<file path="src/rtl/huffman_decoder.sv">
// Bit-serial JPEG baseline Huffman decoder for the standard luminance tables
// (DC: T.81 Table K.3, AC: T.81 Table K.5). One code bit is shifted in per
// qualified cycle; on a complete codeword the (RUN, SIZE) pair is registered
// and a one-cycle done pulse is raised.
module huffman_decoder #(
  parameter int MAX_LEN = 16
) (
  input  logic       clk,
  input  logic       rst,
  input  logic       ac_dc_flag,
  input  logic       next_bit,
  input  logic       is_new,
  output logic [3:0] r_value,
  output logic [3:0] s_value,
  output logic       done
);

  localparam int LW     = $clog2(MAX_LEN + 1);
  localparam int AC_NUM = 162;

  // Number of codes of each length (BITS list) for the two tables.
  function automatic int bits_f(input bit dc, input int l);
    bits_f = 0;
    if (dc) begin
      case (l)
        2:                  bits_f = 1;
        3:                  bits_f = 5;
        4, 5, 6, 7, 8, 9:   bits_f = 1;
        default:            bits_f = 0;
      endcase
    end else begin
      case (l)
        2:       bits_f = 2;
        3:       bits_f = 1;
        4, 5:    bits_f = 3;
        6:       bits_f = 2;
        7:       bits_f = 4;
        8:       bits_f = 3;
        9, 10:   bits_f = 5;
        11, 12:  bits_f = 4;
        15:      bits_f = 1;
        16:      bits_f = 125;
        default: bits_f = 0;
      endcase
    end
  endfunction

  // Smallest canonical code of length l (MINCODE).
  function automatic int mincode_f(input bit dc, input int l);
    int code;
    code = 0;
    for (int i = 1; i < l; i++) code = (code + bits_f(dc, i)) << 1;
    mincode_f = code;
  endfunction

  // Index of the first HUFFVAL entry with code length l (VALPTR).
  function automatic int valptr_f(input bit dc, input int l);
    int sum;
    sum = 0;
    for (int i = 1; i < l; i++) sum = sum + bits_f(dc, i);
    valptr_f = sum;
  endfunction

  // AC HUFFVAL list in code order; high nibble is RUN, low nibble is SIZE.
  localparam logic [7:0] AC_VALS [0:AC_NUM-1] = '{
    8'h01, 8'h02, 8'h03, 8'h00, 8'h04, 8'h11, 8'h05, 8'h12,
    8'h21, 8'h31, 8'h41, 8'h06, 8'h13, 8'h51, 8'h61, 8'h07,
    8'h22, 8'h71, 8'h14, 8'h32, 8'h81, 8'h91, 8'ha1, 8'h08,
    8'h23, 8'h42, 8'hb1, 8'hc1, 8'h15, 8'h52, 8'hd1, 8'hf0,
    8'h24, 8'h33, 8'h62, 8'h72, 8'h82, 8'h09, 8'h0a, 8'h16,
    8'h17, 8'h18, 8'h19, 8'h1a, 8'h25, 8'h26, 8'h27, 8'h28,
    8'h29, 8'h2a, 8'h34, 8'h35, 8'h36, 8'h37, 8'h38, 8'h39,
    8'h3a, 8'h43, 8'h44, 8'h45, 8'h46, 8'h47, 8'h48, 8'h49,
    8'h4a, 8'h53, 8'h54, 8'h55, 8'h56, 8'h57, 8'h58, 8'h59,
    8'h5a, 8'h63, 8'h64, 8'h65, 8'h66, 8'h67, 8'h68, 8'h69,
    8'h6a, 8'h73, 8'h74, 8'h75, 8'h76, 8'h77, 8'h78, 8'h79,
    8'h7a, 8'h83, 8'h84, 8'h85, 8'h86, 8'h87, 8'h88, 8'h89,
    8'h8a, 8'h92, 8'h93, 8'h94, 8'h95, 8'h96, 8'h97, 8'h98,
    8'h99, 8'h9a, 8'ha2, 8'ha3, 8'ha4, 8'ha5, 8'ha6, 8'ha7,
    8'ha8, 8'ha9, 8'haa, 8'hb2, 8'hb3, 8'hb4, 8'hb5, 8'hb6,
    8'hb7, 8'hb8, 8'hb9, 8'hba, 8'hc2, 8'hc3, 8'hc4, 8'hc5,
    8'hc6, 8'hc7, 8'hc8, 8'hc9, 8'hca, 8'hd2, 8'hd3, 8'hd4,
    8'hd5, 8'hd6, 8'hd7, 8'hd8, 8'hd9, 8'hda, 8'he1, 8'he2,
    8'he3, 8'he4, 8'he5, 8'he6, 8'he7, 8'he8, 8'he9, 8'hea,
    8'hf1, 8'hf2, 8'hf3, 8'hf4, 8'hf5, 8'hf6, 8'hf7, 8'hf8,
    8'hf9, 8'hfa
  };

  // A full-length code either matches or is discarded, so only MAX_LEN-1
  // prefix bits ever need to be held.
  logic [MAX_LEN-2:0] code_reg;
  logic [LW-1:0]      len_reg;
  logic               dc_sel_reg;

  logic [MAX_LEN-1:0] code_next;
  logic [LW-1:0]      len_next;
  logic               sel_dc;
  logic [MAX_LEN:1]   hit_dc;
  logic [MAX_LEN:1]   hit_ac;
  logic [7:0]         idx_dc [1:MAX_LEN];
  logic [7:0]         idx_ac [1:MAX_LEN];
  logic               match;
  logic [7:0]         idx;
  logic [7:0]         sym;

  assign code_next = {code_reg, next_bit};
  assign len_next  = len_reg + LW'(1);
  // The table flag only counts on the first bit; later changes are ignored.
  assign sel_dc    = (len_reg == '0) ? ac_dc_flag : dc_sel_reg;

  // Per-length canonical comparators with MINCODE/MAXCODE/VALPTR folded
  // into constants at elaboration time.
  for (genvar gi = 1; gi <= MAX_LEN; gi++) begin : g_len
    localparam int DC_N   = bits_f(1'b1, gi);
    localparam int DC_MIN = mincode_f(1'b1, gi);
    localparam int DC_PTR = valptr_f(1'b1, gi);
    localparam int AC_N   = bits_f(1'b0, gi);
    localparam int AC_MIN = mincode_f(1'b0, gi);
    localparam int AC_PTR = valptr_f(1'b0, gi);

    if (DC_N != 0) begin : g_dc
      assign hit_dc[gi] = (code_next <= MAX_LEN'(DC_MIN + DC_N - 1));
      assign idx_dc[gi] = 8'(DC_PTR) + 8'(code_next - MAX_LEN'(DC_MIN));
    end else begin : g_dc_empty
      assign hit_dc[gi] = 1'b0;
      assign idx_dc[gi] = 8'd0;
    end

    if (AC_N != 0) begin : g_ac
      assign hit_ac[gi] = (code_next <= MAX_LEN'(AC_MIN + AC_N - 1));
      assign idx_ac[gi] = 8'(AC_PTR) + 8'(code_next - MAX_LEN'(AC_MIN));
    end else begin : g_ac_empty
      assign hit_ac[gi] = 1'b0;
      assign idx_ac[gi] = 8'd0;
    end
  end

  // Pick the comparator for the current code length and selected table.
  always_comb begin
    match = 1'b0;
    idx   = 8'd0;
    for (int l = 1; l <= MAX_LEN; l++) begin
      if (len_next == LW'(l)) begin
        if (sel_dc) begin
          match = hit_dc[l];
          idx   = idx_dc[l];
        end else begin
          match = hit_ac[l];
          idx   = idx_ac[l];
        end
      end
    end
  end

  // HUFFVAL lookup: DC values are simply the index (RUN always 0).
  always_comb begin
    sym = 8'd0;
    if (sel_dc) begin
      sym = {4'd0, idx[3:0]};
    end else if (idx < 8'(AC_NUM)) begin
      sym = AC_VALS[idx];
    end
  end

  // Shift register, length counter and registered symbol outputs.
  always_ff @(posedge clk) begin
    if (rst) begin
      code_reg   <= '0;
      len_reg    <= '0;
      dc_sel_reg <= 1'b0;
      done       <= 1'b0;
      r_value    <= 4'd0;
      s_value    <= 4'd0;
    end else begin
      done <= 1'b0;
      if (is_new) begin
        if (len_reg == '0) dc_sel_reg <= ac_dc_flag;
        if (match) begin
          r_value  <= sym[7:4];
          s_value  <= sym[3:0];
          done     <= 1'b1;
          code_reg <= '0;
          len_reg  <= '0;
        end else if (len_next == LW'(MAX_LEN)) begin
          // No codeword of maximum length matched: drop the bits silently.
          code_reg <= '0;
          len_reg  <= '0;
        end else begin
          code_reg <= code_next[MAX_LEN-2:0];
          len_reg  <= len_next;
        end
      end
    end
  end

endmodule

</file>
<file path="config.mk">
export PLATFORM = sky130hd
export DESIGN_NAME = huffman_decoder
export DESIGN_NICKNAME = d
export VERILOG_FILES = /design/src/rtl/huffman_decoder.sv
export SDC_FILE = /design/constraint.sdc
export NUM_CORES = 1
export LEC_CHECK = 0
export BUFFER_PORTS_ARGS = -buffer_cell sky130_fd_sc_hd__buf_4
export CAP_MARGIN = 20
export CORE_MARGIN = 5
export CORE_UTILIZATION = 56
export CTS_CLUSTER_DIAMETER = 100
export DETAILED_ROUTE_END_ITERATION = 10
export PLACE_DENSITY = 0.8
export SYNTH_ARGS = -nofsm -noshare
export SYNTH_HDL_FRONTEND = slang
export SYNTH_SLANG_ARGS = --single-unit
</file>
<file path="constraint.sdc">
create_clock -name clk -period 6.9 [get_ports clk]
set_clock_uncertainty 0.2 [all_clocks]
set_input_delay 1.035 -clock clk [delete_from_list [all_inputs] [get_ports clk]]
set_output_delay 1.035 -clock clk [all_outputs]
set_load 0.02 [all_outputs]
</file>
# Word-level counts from Yosys, hierarchy flattened
# Memory sizes are Yosys's and may differ from the RTL's.
# Index checks and enable logic that the tools add are counted.
# classes
addsub,39
muxes,65
n_reduce_logical,3
bitwise,2
n_lt_le_gt_ge,23
eq_ne,15
# ops
operator,n
two-way mux 8 bit,31
"subtractor 8 bit, second input constant",9
"adder 4 x 8 -> 8 bit, first input constant",7
"equality test 5 x 4 -> 1 bit, second input constant",8
"less-or-equal comparator 16 x 1 -> 1 bit, second input constant",2
"less-or-equal comparator 16 x 3 -> 1 bit, second input constant",2
"less-or-equal comparator 16 x 4 -> 1 bit, second input constant",2
"less-or-equal comparator 16 x 5 -> 1 bit, second input constant",2
"less-or-equal comparator 16 x 6 -> 1 bit, second input constant",2
"less-or-equal comparator 16 x 7 -> 1 bit, second input constant",2
"less-or-equal comparator 16 x 8 -> 1 bit, second input constant",2
"less-or-equal comparator 16 x 9 -> 1 bit, second input constant",2
two-way mux 1 bit,30
two-way mux 15 bit,2
"adder 3 x 8 -> 8 bit, first input constant",3
"adder 5 x 8 -> 8 bit, first input constant",3
"adder 6 x 8 -> 8 bit, first input constant",3
"equality test 5 x 3 -> 1 bit, second input constant",4
"adder 2 x 8 -> 8 bit, first input constant",2
"less-or-equal comparator 16 x 10 -> 1 bit, second input constant",1
"less-or-equal comparator 16 x 11 -> 1 bit, second input constant",1
"less-or-equal comparator 16 x 12 -> 1 bit, second input constant",1
"less-or-equal comparator 16 x 15 -> 1 bit, second input constant",1
"less-or-equal comparator 16 bit, second input constant",1
other kinds (18),24
# word_totals
reg_bits,30
in_bits,5
mem_count,1
mem_bits_ro,2048
# mem_list
memory,words,word_bits,read_ports,rd_ports_with_merged_regs,write_ports,line,source
(no name shown),256,8,1,0,0,161,sym = AC_VALS[idx];

# Longest topological paths before layout
# Gate-level depths: netlist of the first run.
# logic_depth
word_depth,23
depth_mapped,30

# Worst setup path before layout of the first run
# OpenSTA, ideal clock, no wires.
# synth_path
kind,register -> register
from,register len_reg[1]
to,register s_value[2]
period_less_slack_ns,5.797
n_path_buf,11
setup_slack_ns,1.103
arrival_time_ns,5.506
path_stages_with_launch,31
path_cell_list,dfxtp_1 -> clkbuf_1 -> inv_1 -> ha_1 -> buf_4 -> nor4b_4 -> buf_6 -> mux2i_4 -> inv_6 -> buf_8 -> buf_8 -> buf_6 -> buf_6 -> buf_4 -> ha_1 -> o21a_1 -> a311oi_1 -> a31oi_1 -> a32o_1 -> o2111ai_1 -> and3_1 -> clkbuf_1 -> inv_1 -> clkbuf_1 -> ha_1 -> clkbuf_1 -> a21oi_1 -> a21oi_1 -> a221o_1 -> a211o_1 -> a311oi_1
# synth_between
elab_chain_len,23
elab_cells_between_ends,81
cone_classes,1 x add/sub; 1 x order compare; 15 x eq/ne; 60 x mux; 1 x bitwise; 2 x reduce/logical; 1 x memory
# synth_lines
element,line,source
from (decl),92,logic [LW-1:0] len_reg;
from (signal assigned),190,len_reg <= len_next;
adder 5 x 1 -> 5 bit or zero test 5 bit (tied branches),"107, 109",
equality test 5 x 2 -> 1 bit or two-way mux 1 bit (tied branches),-,
"two-way mux 8 bit, on equally long branches","143, 144",
two-way mux 8 bit (14 in a row),143,if (len_next == LW'(l)) begin
NOT 8 -> 9 bit (not written as such),161,
memory read (256 x 8 bit),-,
two-way mux 8 bit (not written as such) (2 in a row),161,
two-way mux 8 bit,160,end else if (idx < 8'(AC_NUM)) begin
two-way mux 8 bit,158,if (sel_dc) begin
to (signal assigned),180,s_value <= sym[3:0];
to (decl),14,"output logic [3:0] s_value,"
# Parallel ways exist; a longest one is shown, timed or not. The select of a mux whose other input is x is not followed.
# A chain may end at the register's enable or synchronous reset.

# Worst setup path after layout of the first run
# layout_path
from,register len_reg[1]
to,register s_value[0]
# The elaborated chain is that of the path after synthesis.

==> results of run 1 <==
==> power by group through the flow <==
stage                     Clock [mW]  Combinational [mW]  Sequential [mW]
after global placement             0               0.576            0.191
after floorplan                    0               0.446            0.192
after global routing           0.230               0.636            0.188
final                          0.218               0.604            0.188
after detailed placement           0               0.573            0.191
after CTS                      0.221               0.576            0.187
==> worst max-delay path, stage by stage (launching register included) <==
cell and delay (ps):
dfxtp_1 580, ha_1 680, and3_4 340, xnor2_2 340, buf_4 330, nand2_1 250
a21oi_1 310, nor4_1 120, o31ai_1 370, nand3_2 370, ha_1 700, inv_1 150
o221a_2 310, o311a_1 330, o31ai_1 300, a311oi_1 140
==> worst paths after layout <==
path	cells after the start	slack [ps]	endpoint
worst max-delay path	15	900	s_value[0]$_SDFFE_PP0P_
worst min-delay path	1	270	r_value[1]$_SDFFE_PP0P_
worst max register to register	15	900	s_value[0]$_SDFFE_PP0P_
worst min register to register	1	270	r_value[1]$_SDFFE_PP0P_
==> final cells by class <==
| type | instances | area, sq um | area share |
|---|---|---|---|
| clock buffer | 6 | 139 | 0.0189 |
| clock inverter | 2 | 12.5 | 0.00170 |
| inverter | 35 | 139 | 0.0189 |
| multi-input combinational | 878 | 5960 | 0.810 |
| sequential | 30 | 601 | 0.0816 |
| tap | 172 | 215 | 0.0292 |
| timing repair buffer | 39 | 293 | 0.0398 |
==> per-layer routing <==
layer / track usage / vias up
met2: 0.584 / 721
met5: 0 / -
li1: - / 3820
met3: 0.108 / 167
met1: 0.528 / 4125
met4: 0.188 / 0
==> cells by family after synthesis <==
family	after synthesis	share of synthesized area
AOI/OAI and AO/OA	388	0.398
and+or+nand+nor	377	0.253
buffers and inverters	133	0.0931
adders and majority gates	44	0.0761
xor gates and xnor gates	38	0.0496
muxes	31	0.0474
DFF	30	0.0830
==> cell usage in the layout, fill, tap and decap left out, types with 6 or more instances in the layout <==
cell,count
a2111oi_0,6
a211o_1,8
a211oi_1,14
a21o_1,12
a21oi_1,81
a221oi_1,6
a22oi_1,24
a311oi_1,9
a31oi_1,19
a32oi_1,7
and2_1,12
and3_1,11
buf_4,39
dfxtp_1,30
ha_1,44
inv_1,26
mux2i_1,23
nand2_1,109
nand2b_1,9
nand3_1,37
nand4_1,7
nor2_1,101
nor2b_1,15
nor3_1,29
nor4_1,9
o2111ai_1,6
o211ai_1,17
o21ai_0,54
o21ai_1,11
o22ai_1,11
o311a_1,6
o31ai_1,8
or3_1,8
xnor2_1,30
xor2_1,6
==> summary.md, run 1 <==
| Metric | Value |
|---|---|
| Status | `complete, no violations` |
| Total power | `between 1 and 1.5 mW` |
| Core ar. | `approximately 0.013 sq mm` |
| Syn nets | `roughly 1.1k` |
| Clk slew on worst S/H paths | `about 50 ps` |
| Post-DR wirelength/cell | `between 20 and 30 um` |
| RSZ-0062 raised after global routing | `false` |
| Met3 Routed Length | `~4.2 mm` |
| Sequential share of the synthesized area | `0.0830` |
| Leading area contributor after synthesis | `dfxtp_1` |
| Max-slew violation count | `0` |
| CTS Sinks | `30` |
| Min Hold Slack | `around 270 ps` |
| Max cap viols | `0` |
| Number of DRC markers in iteration 0 | `1762` |
| Synth top cells by count | `nand2_1, nor2_1, a21oi_1, o21ai_0, clkbuf_1` |
| # rows | `just over 40` |
| Worst Setup Path Type | `register to register` |
| Worst rel slew slack | `0.216` |
| Cts bufs inserted | `5` |
| Mapped Cells | `between 1k and 1.5k` |
| Post-route cell area | `between 0.007 and 0.008 sq mm` |
| CP max FO | `19` |
| Initial antenna violation count | `0` |
| Cell variety after synth | `roughly 110` |
| Worst Setup Slack, final | `between 800 and 900 ps` |
| NetSw | `approximately 0.49 mW` |
| Setup crit start | `len_reg[1]$_SDFFE_PP0P_` |
| Number of enable flip-flop cells after synthesis | `0` |
| Setup crit end kind | `register` |
| Worst Tran Pin Value | `1170 ps` |
| Post_cts resized | `0` |
| Final core utilization | `0.583` |
| Dpl hpwl | `21.6 mm` |
| First-pass GRT wire length | `around 47 mm` |
| Sequential share of power | `0.186` |
| Critical path startpoint category | `register` |
| IO Count | `14` |
| Clock power frac | `0.216` |
| Final std cells w/o fill | `about 1.2k` |
| Final setup viols | `0` |
| Number of global-route vias before repair | `7851` |
| Gate power share | `0.598` |
| HP Class | `register to register` |
| Remaining DRCs | `0` |
| Largest net degree at the start of global routing | `49` |
| Max FFs per register | `15` |
| Vias/cell | `7.60` |
| Max Used Layer | `met4` |
| Final TNS setup | `0 ps` |
| Root buf cell | `clkbuf_16` |
| PortBufs | `13` |
| Clk buf depth | `2` |
| Leakage Power | `~2.8 nW` |
| GP Congestion | `about 1.1` |
| Area share of the largest cell type after synthesis | `0.0830` |
| Die Wd | `~120 um` |
| Syn_area_per_cell | `6.95 sq um` |
| Total wire length | `a little over 30 mm` |
| Die H | `124 um` |
| Post-synthesis cell area | `around 0.0072 sq mm` |
| Async set-reset flop share out of synthesis | `0` |
| Setup WS pre-CTS | `~1100 ps` |
| Seq cells post-synth | `30` |
| Layout area overhead | `1.80%` |
| # hold bufs at CTS | `0` |
| Top cells by area, synth | `dfxtp_1, ha_1, nand2_1` |
| Critical Path RT | `~6800 ps` |
| Starting density of the core | `0.573` |
| Main flop type after synthesis | `dfxtp_1` |
| CP Data Arrival Time | `5920 ps` |
| Placed cells | `~1.2k` |
| Sw Ratio | `0.486` |
| # fillers | `between 1k and 1.5k` |
| DRT met1 WL | `approximately 12 mm` |
| Fin. Hold Viols | `0` |
| Vias | `8833` |
| Met2 wire len | `~13 mm` |
| Total gr overflow | `0` |
| Crit path time final | `6000 ps` |
| Share of post-route cells with drive strength above 1 | `0.0990` |
| Clk_lat worst skew | `between 200 and 300 ps` |
| Fmax achieved | `167 MHz` |
| DR pass1 iterations | `8` |
| Yosys warning count | `0` |
| R2R Path Start | `len_reg[1]$_SDFFE_PP0P_` |
| H-tree Lvls | `2` |
| Hold_sp | `r_value[1]$_SDFFE_PP0P_` |
| Die ar. | `0.0153 sq mm` |
| PD cells | `roughly 140 mW/mm^2` |
| Crit share post-route | `0.870` |
| Final ANT Viol Nets | `0` |
| Nets | `1038` |
| GRT Total Usage | `0.394` |
| CTS tree | `built` |
| P_int | `about 0.52 mW` |
| Most common cell in the netlist | `nand2_1` |
| Postcts setup bufs | `0` |
| ANT cells | `0` |
| Dpl cell area | `0.00721 sq mm` |
| Max rail drop VDD | `231 uV` |
Power figures use the tool's default switching activity.
==> run 2: changes to the inputs <==
Settings changed: PLACE_DENSITY 0.8 to 0.72.
==> summary.md, run 2 (synthesis gave the netlist of run 1 again) <==
| Metric | Value |
|---|---|
| Status | `complete, no violations` |
| Hold_sp | `r_value[0]$_SDFFE_PP0P_` |
| PD cells | `136 mW/mm^2 (-0.76%)` |
| CTS tree | `built` |
| Postcts setup bufs | `0 (unchanged)` |
| # rows | `41 (unchanged)` |
| Cell Chain, Critical Path | `inv_1 -> ha_1 -> nor4b_4 -> mux2i_4 -> inv_6 -> ha_1 -> o21a_1 -> a311oi_1 -> a31oi_1 -> a32o_1 -> o2111ai_1 -> and3_1 -> inv_1 -> ha_1 -> a21oi_1 -> a21oi_1 -> a221o_1 -> a211o_1 -> a311oi_1` |
| P_int | `0.524 mW (+0.99%)` |
| Core ar. | `0.0126 sq mm (unchanged)` |
| Max rail drop VDD | `118 uV (-49%)` |
| Setup crit end kind | `register` |
| Largest stage delay on the critical path | `630 ps (-70 ps)` |
| Clock power frac | `0.221 (+0.005)` |
| Final setup viols | `0 (unchanged)` |
| Fmax achieved | `171 MHz (+2.6%)` |
| PortBufs | `13 (unchanged)` |
| Worst rel slew slack | `0.304 (+0.0871)` |
| Clk slew on worst S/H paths | `50 ps (about the same)` |
| Commonest non-fill, non-tap cells in the layout | `nand2_1, nor2_1, a21oi_1` |
| Setup crit start | `len_reg[0]$_SDFFE_PP0P_` |
| CTS Sinks | `30 (unchanged)` |
| CP bufs+invs | `3 (+1)` |
| Total wire length | `29.5 mm (-3.5%)` |
| Largest net degree at the start of global routing | `43 (-12%)` |
| Vias | `8668 (-1.9%)` |
| Starting density of the core | `0.573 (unchanged)` |
| Total gr overflow | `0 (unchanged)` |
| Worst Setup Slack, final | `1050 ps (+151 ps)` |
| Crit share post-route | `0.848 (-0.0219)` |
| Post-DR wirelength/cell | `25.1 um (-4.3%)` |
| GRT Total Usage | `0.383 (-0.0111)` |
| Most frequent CP cell | `ha_1` |
| GP Congestion | `1.06 (-1.1%)` |
| Number of DRC markers in iteration 0 | `1393 (-21%)` |
| Root buf cell | `clkbuf_16` |
| Final std cells w/o fill | `1172 (+0.86%)` |
| Final TNS setup | `0 ps (unchanged)` |
| CP Data Arrival Time | `5830 ps (-90 ps)` |
| Die ar. | `0.0153 sq mm (unchanged)` |
| Max FFs per register | `15 (unchanged)` |
| Cts bufs inserted | `5 (unchanged)` |
| Critical path startpoint category | `register` |
| Crit path time final | `5850 ps (-151 ps)` |
| Nets | `1048 (+0.96%)` |
| DR pass1 iterations | `7 (-1)` |
| H-tree Lvls | `2 (unchanged)` |
| Die Wd | `124 um (unchanged)` |
| Crit path max-delay family | `compound AO/OA/AOI/OAI gates` |
| # fillers | `1262 (-0.16%)` |
| Die H | `124 um (unchanged)` |
| Share of post-route cells with drive strength above 1 | `0.108 (+0.00901)` |
| Clk buf depth | `2 (unchanged)` |
| Setup WS pre-CTS | `1150 ps (+12.1 ps)` |
| Sw Ratio | `0.482 (-0.00378)` |
| Critical-path top delay cell | `nor4b_4` |
| Post_cts resized | `0 (unchanged)` |
| R2R Path Start | `len_reg[0]$_SDFFE_PP0P_` |
| Worst Setup Path Type | `register to register` |
| Initial antenna violation count | `0 (unchanged)` |
| Max cap viols | `0 (unchanged)` |
| Critical Path RT | `6880 ps (+60 ps)` |
| CP max FO | `42 (+23)` |
| Commonest non-fill, non-tap cell in the layout | `nand2_1` |
| Gate power share | `0.594 (-0.004)` |
| HP Class | `register to register` |
| # hold bufs at CTS | `0 (unchanged)` |
| Layout area overhead | `2.84%` |
| Vias/cell | `7.40 (-2.7%)` |
| Worst Tran Pin Value | `1040 ps (-132 ps)` |
| Sequential share of power | `0.185 (about the same)` |
| Dpl hpwl | `21.1 mm (-2.5%)` |
| Leakage Power | `2.85 nW (+1.8%)` |
| Fin. Hold Viols | `0 (unchanged)` |
| Remaining DRCs | `0 (unchanged)` |
| ANT cells | `0 (unchanged)` |
| Clk_lat worst skew | `280 ps (about the same)` |
| First-pass GRT wire length | `45.4 mm (-3.1%)` |
| NetSw | `0.489 mW (-0.53%)` |
| Max-slew violation count | `0 (unchanged)` |
| IO Count | `14 (unchanged)` |
| RSZ-0062 raised after global routing | `false` |
| Final ANT Viol Nets | `0 (unchanged)` |
| Placed cells | `1163 (+0.78%)` |
| Number of global-route vias before repair | `7937 (+1.1%)` |
run 2: cell count changes in the layout (fill, tap and decap cells not counted), sizes merged:
cell,before,now
buf,39,49
run 2: layout make-up:
| class | instances | area (sq um) | share of cell area |
|---|---|---|---|
| Multi-Input combinational cell | 878 | 5960 | 0.802 |
| Clock buffer | 6 | 139 | 0.0187 |
| Inverter | 35 | 139 | 0.0187 |
| Tap cell | 172 | 215 | 0.0289 |
| Clock inverter | 2 | 12.5 | 0.00168 |
| Timing Repair Buffer | 49 | 368 | 0.0495 |
| Sequential cell | 30 | 601 | 0.0807 |
run 2: worst reg2reg max path, stage by stage, from the launching register on:
cell and delay, ps:
dfxtp_1 400, inv_1 170, ha_1 190, nor4b_4 630, mux2i_4 420, inv_6 190
ha_1 310, o21a_1 180, a311oi_1 240, a31oi_1 70, a32o_1 280, o2111ai_1 90
and3_1 440, inv_1 370, ha_1 420, a21oi_1 160, a21oi_1 50, a221o_1 400
a211o_1 300, a311oi_1 270
run 2: metrics by stage:
stage | cell area (sq um) | util | power, mW | hold WS [ps]
floorplan | 7230 | - | 0.637 | 301
global placement | 7280 | 0.577 | 0.768 | 271
detailed placement | 7280 | 0.577 | 0.766 | 269
CTS | 7430 | 0.589 | 0.989 | 289
global route | 7440 | 0.589 | 1.06 | 303
finish | 7440 | 0.589 | 1.01 | 287
run 2: routing by layer:
metal  wire (um)  part of all wire  up-vias  GRT usage
met4        2560             0.087        0      0.268
met2       12500              0.42      701      0.581
met5           0                 0        -          0
li1            -                 -     3830          -
met3        3410              0.12      194     0.0763
met1       11000              0.37     3943      0.485
run 2: power groups by stage:
stage	combinational [mW]	sequential [mW]	clock [mW]
final	0.601	0.187	0.224
after global routing	0.639	0.188	0.235
after CTS	0.578	0.187	0.225
after detailed placement	0.576	0.190	0
after global placement	0.577	0.190	0
after floorplan	0.446	0.192	0
run 2: final timing paths:
path	end	slack, ps	cells past startpoint
hold / removal	r_value[0]$_SDFFE_PP0P_	290	2
setup reg to reg	s_value[2]$_SDFFE_PP0P_	1050	19
hold reg to reg	r_value[0]$_SDFFE_PP0P_	290	2
setup / recovery	s_value[2]$_SDFFE_PP0P_	1050	19
==> run 3: changes to the inputs <==
Settings changed: PLACE_DENSITY 0.72 to 0.75.
Clock period 6.9 ns to 5.2 ns, I/O delays scaled along.
==> summary.md, run 3 (synthesis gave the netlist of run 1 again) <==
| Metric | Value |
|---|---|
| Sequential share of power | `0.174 (-0.011)` |
| Max-slew violation count | `0 (unchanged)` |
| Setup crit end kind | `register` |
| Initial antenna violation count | `0 (unchanged)` |
| CTS Sinks | `30 (unchanged)` |
| P_int | `0.734 mW (+40%)` |
| Cell Chain, Critical Path | `and3_4 -> xor2_4 -> nor2_1 -> a2111oi_2 -> o221ai_2 -> nand3_2 -> inv_2 -> ha_1 -> nor2_1 -> o21ai_1 -> a221o_1 -> a211o_1 -> a311oi_1` |
| CTS tree | `built` |
| Critical path startpoint category | `register` |
| Nets | `1094 (+4.4%)` |
| CP max FO | `18 (-57%)` |
| Share of post-route cells with drive strength above 1 | `0.153 (+0.0450)` |
| DR pass1 iterations | `6 (-1)` |
| Final TNS setup | `0 ps (unchanged)` |
| Remaining DRCs | `0 (unchanged)` |
| # hold bufs at CTS | `0 (unchanged)` |
| CP Data Arrival Time | `4950 ps (-880 ps)` |
| Crit path time final | `4970 ps (-885 ps)` |
| Final core utilization | `0.621 (+0.0318)` |
| RSZ-0062 raised after global routing | `false` |
| R2R Path Start | `len_reg[3]$_SDFFE_PP0P_` |
| Core ar. | `0.0126 sq mm (unchanged)` |
| # fillers | `1224 (-3.0%)` |
| GP Congestion | `1.07 (+1.4%)` |
| Commonest non-fill, non-tap cells in the layout | `nand2_1, nor2_1, buf_4` |
| Commonest non-fill, non-tap cell in the layout | `nand2_1` |
| Crit path max-delay family | `compound AO/OA/AOI/OAI gates` |
| Worst Tran Pin Value | `968 ps (-73.2 ps)` |
| Worst hold stages | `1 (-1)` |
| PortBufs | `13 (unchanged)` |
| GRT Total Usage | `0.425 (+0.0423)` |
| Status | `complete, no violations` |
| Largest net degree at the start of global routing | `49 (+14%)` |
| First-pass GRT wire length | `49.9 mm (+9.8%)` |
| Worst R2R End | `s_value[2]$_SDFFE_PP0P_` |
| Max rail drop VDD | `224 uV (+89%)` |
| H-tree Lvls | `2 (unchanged)` |
| Reg2Reg Setup Slack | `230 ps (-810 ps)` |
| Final setup viols | `0 (unchanged)` |
| Post-DR wirelength/cell | `26.9 um (+6.9%)` |
| HP Class | `register to register` |
| Total gr overflow | `0 (unchanged)` |
| Sw Ratio | `0.484 (+0.00190)` |
| Most frequent CP cell | `nor2_1` |
| WHS Endpoint | `r_value[3]$_SDFFE_PP0P_` |
| Gate power share | `0.615 (+0.021)` |
| Max FFs per register | `15 (unchanged)` |
| Critical-path top delay cell | `dfxtp_1` |
| Total wire length | `32.7 mm (+11%)` |
| Dpl hpwl | `24.0 mm (+14%)` |
| Crit share post-route | `0.955 (+0.107)` |
| Starting density of the core | `0.573 (unchanged)` |
| Largest stage delay on the critical path | `670 ps (+40 ps)` |
| Vias | `9110 (+5.1%)` |
| Fmax achieved | `201 MHz (+18%)` |
| Leakage Power | `3.09 nW (+8.3%)` |
| Clk slew on worst S/H paths | `60 ps (about the same)` |
| Worst rel slew slack | `0.352 (+0.0482)` |
| Vias/cell | `7.48 (+1.1%)` |
| Clock power frac | `0.211 (-0.010)` |
| Final ANT Viol Nets | `0 (unchanged)` |
| Root buf cell | `clkbuf_16` |
| Number of DRC markers in iteration 0 | `1436 (+3.1%)` |
| Die Wd | `124 um (unchanged)` |
| Clk_lat worst skew | `280 ps (about the same)` |
| Cts bufs inserted | `5 (unchanged)` |
| CP bufs+invs | `1 (-2)` |
| Clk buf depth | `2 (unchanged)` |
| Worst Setup Path Type | `register to register` |
| Critical path depth | `13 (-6)` |
| Hold_sp | `r_value[3]$_SDFFE_PP0P_` |
| Layout area overhead | `8.39%` |
| NetSw | `0.689 mW (+41%)` |
| ANT cells | `0 (unchanged)` |
| IO Count | `14 (unchanged)` |
| PD cells | `182 mW/mm^2 (+33%)` |
| R2R depth | `13 (-6)` |
| Number of global-route vias before repair | `8350 (+5.2%)` |
| Die ar. | `0.0153 sq mm (unchanged)` |
| Max cap viols | `0 (unchanged)` |
| Postcts setup bufs | `0 (unchanged)` |
| Post_cts resized | `0 (unchanged)` |
| Fin. Hold Viols | `0 (unchanged)` |
| # rows | `41 (unchanged)` |
| Critical Path RT | `5180 ps (-1700 ps)` |
| Die H | `124 um (unchanged)` |
[run 3: cell types whose count changed in the layout (fill, tap and decap cells not counted), sizes merged]
cell  previous run  this run
buf             49        95
[run 3: worst max-delay path by stage]
| stage | from | to | slack, ps |
|---|---|---|---|
| after floorplan | len_reg[1]$_SDFFE_PP0P_ | s_value[2]$_SDFFE_PP0P_ | 10 |
| after global placement | next_bit | s_value[0]$_SDFFE_PP0P_ | 370 |
| after detailed placement | next_bit | s_value[0]$_SDFFE_PP0P_ | 320 |
| after CTS | len_reg[1]$_SDFFE_PP0P_ | s_value[2]$_SDFFE_PP0P_ | 400 |
| after global routing | len_reg[0]$_SDFFE_PP0P_ | s_value[1]$_SDFFE_PP0P_ | 10 |
| final | len_reg[3]$_SDFFE_PP0P_ | s_value[2]$_SDFFE_PP0P_ | 230 |
[run 3: metal layers]
metal  GRT usage  up-vias  share of wire
met5           0        -              0
met4       0.301        0          0.090
met3       0.126      247           0.14
met2       0.638      815           0.42
met1       0.517     4122           0.36
li1            -     3926              -
[run 3: area by class of cell]
class                   count  area, sq um  share of cell area
repair buffers             95          751              0.0958
inverters                  35          139              0.0177
multi-input cells         878         5980               0.763
clock buffers               6          139              0.0177
well taps                 172          215              0.0274
clock inverters             2         12.5             0.00160
flip-flops and latches     30          602              0.0768
[run 3: power groups by stage]
stage                     logic, mW  clock network, mW  registers [mW]
after global placement        0.833                  0           0.252
after floorplan               0.602                  0           0.255
after detailed placement      0.830                  0           0.252
final                         0.875              0.301           0.248
after CTS                     0.834              0.298           0.248
after global routing          0.918              0.311           0.249
[run 3: stage by stage]
step	hold WS, ps	cell area [sq um]	setup slack [ps]	cells	total power [mW]
2_1_floorplan	301	7300	13.2	1041	0.857
3_3_place_gp	266	7680	365	1209	1.09
3_5_place_dp	272	7680	316	1209	1.08
4_1_cts	289	7830	403	1217	1.38
5_1_grt	321	7840	11.1	1218	1.48
6_report	290	7840	233	1218	1.42
